### config.mk
export PLATFORM = sky130hd
export DESIGN_NAME = gate_exerciser
export DESIGN_NICKNAME = d
export VERILOG_FILES = /design/src/rtl/gate_exerciser.sv
export SDC_FILE = /design/constraint.sdc
export NUM_CORES = 1
export LEC_CHECK = 0
export BUFFER_PORTS_ARGS = -buffer_cell sky130_fd_sc_hd__buf_4
export CORE_UTILIZATION = 60
export CTS_BUF_LIST = sky130_fd_sc_hd__clkbuf_16
export CTS_CLUSTER_SIZE = 10
export DETAILED_ROUTE_END_ITERATION = 6
export PLACE_DENSITY = 0.81
export SETUP_SLACK_MARGIN = 0.02
export SYNTH_ARGS = -nofsm -noshare
export SYNTH_HDL_FRONTEND = slang
export SYNTH_SLANG_ARGS = --single-unit
### constraint.sdc
create_clock -name clk -period 5.1 [get_ports clk]
set_input_delay 0.255 -clock clk [delete_from_list [all_inputs] [get_ports clk]]
set_output_delay 0.255 -clock clk [all_outputs]
set_load 0.01 [all_outputs]
### src/rtl/gate_exerciser.sv
// Self-test driver/checker: walks a gate's inputs through every combination and checks its output against TRUTH.
// Optional GATE_EXERCISER_SYNC_EN adds a two-flop synchronizer on x_in and stretches SETTLE by two cycles.
module gate_exerciser #(
  parameter int                          N_INPUTS      = 2,
  parameter logic [(2**N_INPUTS)-1:0]    TRUTH         = 4'b1000,
  parameter int                          SETTLE_CYCLES = 4,
  parameter int                          ERR_W         = 8
) (
  input  logic                     clk,
  input  logic                     rst_n,
  input  logic                     start,
  input  logic                     x_in,
  output logic [N_INPUTS-1:0]      a_out,
  output logic                     busy,
  output logic                     done,
  output logic                     pass,
  output logic [ERR_W-1:0]         err_count,
  output logic [(2**N_INPUTS)-1:0] fail_vec
);

  localparam int NV = 2**N_INPUTS;
`ifdef GATE_EXERCISER_SYNC_EN
  localparam int CNT_LAST_I = SETTLE_CYCLES + 1;
`else
  localparam int CNT_LAST_I = SETTLE_CYCLES - 1;
`endif
  localparam int CNT_W = $clog2(SETTLE_CYCLES + 2) + 1;
  localparam logic [CNT_W-1:0] CNT_LAST = CNT_W'(CNT_LAST_I);

  typedef enum logic [1:0] {IDLE, SETTLE, SAMPLE, DONE} state_t;

  state_t               state, state_nxt;
  logic [N_INPUTS-1:0]  vec, vec_nxt, a_nxt;
  logic [CNT_W-1:0]     cnt, cnt_nxt;
  logic                 busy_nxt, done_nxt, pass_nxt;
  logic [ERR_W-1:0]     err_nxt;
  logic [NV-1:0]        fail_nxt;
  logic                 x_cmp;
  logic                 mismatch;

`ifdef GATE_EXERCISER_SYNC_EN
  logic [1:0] x_sync;

  always_ff @(posedge clk or negedge rst_n) begin
    if (!rst_n) x_sync <= 2'b00;
    else        x_sync <= {x_sync[0], x_in};
  end

  assign x_cmp = x_sync[1];
`else
  assign x_cmp = x_in;
`endif

  assign mismatch = (x_cmp != TRUTH[vec]);

  always_ff @(posedge clk or negedge rst_n) begin
    if (!rst_n) begin
      state     <= IDLE;
      vec       <= '0;
      cnt       <= '0;
      a_out     <= '0;
      busy      <= 1'b0;
      done      <= 1'b0;
      pass      <= 1'b0;
      err_count <= '0;
      fail_vec  <= '0;
    end else begin
      state     <= state_nxt;
      vec       <= vec_nxt;
      cnt       <= cnt_nxt;
      a_out     <= a_nxt;
      busy      <= busy_nxt;
      done      <= done_nxt;
      pass      <= pass_nxt;
      err_count <= err_nxt;
      fail_vec  <= fail_nxt;
    end
  end

  always_comb begin
    state_nxt = state;
    vec_nxt   = vec;
    cnt_nxt   = cnt;
    a_nxt     = a_out;
    busy_nxt  = busy;
    done_nxt  = done;
    pass_nxt  = pass;
    err_nxt   = err_count;
    fail_nxt  = fail_vec;
    case (state)
      IDLE, DONE: begin
        if (start) begin
          vec_nxt   = '0;
          cnt_nxt   = '0;
          a_nxt     = '0;
          err_nxt   = '0;
          fail_nxt  = '0;
          done_nxt  = 1'b0;
          pass_nxt  = 1'b0;
          busy_nxt  = 1'b1;
          state_nxt = SETTLE;
        end
      end
      SETTLE: begin
        cnt_nxt = cnt + 1'b1;
        if (cnt == CNT_LAST) state_nxt = SAMPLE;
      end
      SAMPLE: begin
        if (mismatch) begin
          fail_nxt[vec] = 1'b1;
          if (err_count != '1) err_nxt = err_count + 1'b1;
        end
        if (vec == '1) begin
          busy_nxt  = 1'b0;
          done_nxt  = 1'b1;
          // fail_vec still holds earlier vectors only; fold in this edge's result.
          pass_nxt  = (fail_vec == '0) && !mismatch;
          state_nxt = DONE;
        end else begin
          vec_nxt   = vec + 1'b1;
          a_nxt     = vec + 1'b1;
          cnt_nxt   = '0;
          state_nxt = SETTLE;
        end
      end
      default: state_nxt = IDLE;
    endcase
  end

endmodule

==> impl_metrics.json <==
{
  "fin_crit_ps": 2277,
  "drive_gt1_frac": 0.1887,
  "cts_resized": 0,
  "layout_commonest_cell": "dfrtp_1",
  "clock_sinks": 23,
  "floorplan.initialDensity": 0.6630,
  "gp_congestion": 0.8858,
  "status": "finished clean",
  "rsz0062_at_grt": "false",
  "ys_ff_latch": 23,
  "io_pins": 21,
  "clk_root_buffer_cell": "clkbuf_16",
  "synthToLayoutAreaGrowth_pct": 17.37,
  "rr_worst_depth": 6,
  "peakVddDrop_uv": 334.0,
  "global_route.usage.total": 0.2754,
  "numCtsBuffers": 3,
  "r2r-start": "state[0]$_DFFE_PN0P_",
  "hp-class": "input pin to register",
  "crit_arrival_ps": 2470,
  "final_max_slew_viol_count": 0,
  "post_cts_buffers": 0,
  "total_power_uw": 791.9,
  "whs_path_depth": 4,
  "fin_nets": 173,
  "antenna_left": 0,
  "cp_max_fo": 14,
  "clock.fmax_mhz": 439.1,
  "drt-total-wl_mm": 2.938,
  "antenna_found_initial": 0,
  "crit_path_end_kind": "register",
  "leakage_uw": 0.0007490,
  "drtIter0Drc": 64,
  "synth.distinct_cells": 41,
  "via_per_inst": 6.339,
  "grt_start_max_net_pins": 24,
  "synth_area_um2": 1354,
  "skew_ps": 2.716,
  "clkSlewWorstSetupHoldPaths_ps": 60,
  "criticalPathCategory": "register to register",
  "hp-start": "x_in",
  "setup_tns_ps": 0,
  "place_hpwl_mm": 1.998,
  "port-buffer-count": 20,
  "vias": 1179,
  "cp.required_ps": 5290,
  "coreArea_um2": 2042,
  "dieArea_um2": 2450,
  "worstMarginPinSlew_ps": 588.9,
  "cts_buffer_depth": 2,
  "synth_warnings": 0,
  "cts_tree": "done",
  "dieWidth_um": 49.50,
  "htreeDepth": 1,
  "avgRoutedWirePerCell_um": 15.80,
  "yosysSeqAreaShare": 0.4251,
  "r2r-end": "err_count[3]$_DFFE_PN0P_",
  "gr-total-overflow": 0,
  "nFillCells": 143,
  "dr.pass1.iters": 4,
  "postSynthAreaPerCell_um2": 9.740,
  "pwr_density_cell_nw_per_um2": 498.3,
  "syn_inst": 139,
  "rows": 16,
  "max_cap_violations": 0,
  "hold_end": "fail_vec[3]$_DFFE_PN0P_",
  "startpoint_type": "register",
  "fin_util": 0.7782,
  "grt_pass1_wl_mm": 5.216,
  "r2r_slack_ps": 2820,
  "route.detailed.drc": 0,
  "layout_common_cells": "23 x dfrtp_1, 20 x buf_4, 11 x nand2_1, 11 x o21ai_0",
  "clock_latency_ps": 250,
  "grt_pass1_vias": 1113,
  "die_h_um": 49.50,
  "fin_crit_sh": 0.4465,
  "slew_headroom": 0.6050,
  "finalHoldViolations": 0,
  "hold_buffers": 1,
  "setup_violations": 0,
  "syn_nets": 152,
  "num_antenna_cells": 0
}
## layout make-up
class | instances | area [um^2] | share of cell area
sequential | 23 | 575.6 | 0.3622
inverter | 9 | 33.78 | 0.02126
tap | 27 | 33.78 | 0.02126
multi-input combinational | 102 | 706.9 | 0.4449
timing repair buffer | 21 | 160.2 | 0.1008
clock buffer | 3 | 75.07 | 0.04724
clock inverter | 1 | 3.754 | 0.002362
## cell usage after synthesis
| cell | count | area share |
|---|---|---|
| a211o_1 | 1 | 0.0065 |
| a211oi_4 | 1 | 0.015 |
| a21o_1 | 1 | 0.0055 |
| a21oi_1 | 10 | 0.037 |
| a22o_1 | 3 | 0.019 |
| a22oi_1 | 1 | 0.0055 |
| a41oi_1 | 2 | 0.013 |
| and3_1 | 5 | 0.023 |
| buf_4 | 1 | 0.0055 |
| buf_6 | 2 | 0.017 |
| clkbuf_1 | 2 | 0.0055 |
| dfrtp_1 | 23 | 0.43 |
| ha_1 | 9 | 0.083 |
| inv_1 | 8 | 0.022 |
| inv_2 | 1 | 0.0028 |
| mux2_2 | 1 | 0.0083 |
| mux2_4 | 1 | 0.011 |
| mux2i_1 | 3 | 0.022 |
| nand2_1 | 11 | 0.030 |
| nand2b_1 | 2 | 0.0092 |
| nand3_1 | 5 | 0.018 |
| nand3b_1 | 1 | 0.0055 |
| nand4_1 | 3 | 0.014 |
| nor2_1 | 10 | 0.028 |
| nor2b_1 | 1 | 0.0046 |
| nor2b_4 | 1 | 0.010 |
| nor3_1 | 3 | 0.011 |
| nor3b_1 | 2 | 0.011 |
| nor4_1 | 1 | 0.0046 |
| nor4b_1 | 1 | 0.0065 |
| o211ai_1 | 1 | 0.0055 |
| o21ai_0 | 11 | 0.041 |
| o221ai_1 | 1 | 0.0065 |
| o22a_1 | 3 | 0.019 |
| o22ai_1 | 1 | 0.0046 |
| o2bb2ai_1 | 1 | 0.0065 |
| o31ai_1 | 1 | 0.0055 |
| o31ai_2 | 1 | 0.0092 |
| or3b_1 | 1 | 0.0065 |
| or4_4 | 1 | 0.0083 |
| xnor2_1 | 1 | 0.0065 |
## where the power goes
group,internal (uW),switching (uW)
combinational,146,213
clock,104,60.5
sequential,225,43.2
total,475,317
## layer usage
metal  part of all wire  vias to the layer above  wire [um]  track usage
met5                  0                        -          0            0
met4             0.0071                        0         21       0.1048
met3              0.051                        4        151      0.02778
met2               0.49                       49       1439       0.4178
met1               0.45                      583       1326       0.4060
li1                   -                      543          -            -
## how the worst max path moves through the flow
stage	slack, ps	start	depth (start not counted)	endpoint
finish	2820	state[0]$_DFFE_PN0P_	6	err_count[3]$_DFFE_PN0P_
global route	2680	state[0]$_DFFE_PN0P_	6	err_count[2]$_DFFE_PN0P_
CTS	2850	state[0]$_DFFE_PN0P_	6	err_count[3]$_DFFE_PN0P_
detailed placement	2890	state[0]$_DFFE_PN0P_	6	err_count[3]$_DFFE_PN0P_
global placement	3010	state[0]$_DFFE_PN0P_	6	err_count[2]$_DFFE_PN0P_
floorplan	3070	state[0]$_DFFE_PN0P_	8	err_count[0]$_DFFE_PN0P_
## worst max-delay path: stages (launching register included)
cell and delay, ps:
dfrtp_1 410, inv_1 70, ha_1 510, inv_2 200, or4_4 600, nor3b_1 260, o22a_1 170
## registers in the layout, summed over array words and instances, names as in the netlist
| register | flops |
|---|---|
| err_count | 8 |
| cnt | 4 |
| fail_vec | 4 |
| state | 2 |
| vec | 2 |
| busy | 1 |
| done | 1 |
| pass | 1 |
## cells by family (layout without fill, tap and decap cells)
| family | count (synthesis) | count (layout) | synth area share |
|---|---|---|---|
| compound gates | 39 | 39 | 0.1997 |
| xor+xnor | 1 | 1 | 0.006471 |
| fa+ha+maj | 9 | 9 | 0.08318 |
| buf+inv | 14 | 34 | 0.05268 |
| flops | 23 | 23 | 0.4251 |
| mux | 5 | 5 | 0.04159 |
| simple gates | 48 | 48 | 0.1913 |
## stage by stage
step	hold slack [ps]	setup slack, ps	cells	cell area (um^2)
finish	311.7	2823	186	1589
global route	343.4	2681	186	1589
CTS	308.3	2853	186	1589
detailed placement	163.1	2886	181	1500
global placement	158.7	3009	181	1500
floorplan	-40.59	3069	139	1354
(Power assumes the default switching activity.)
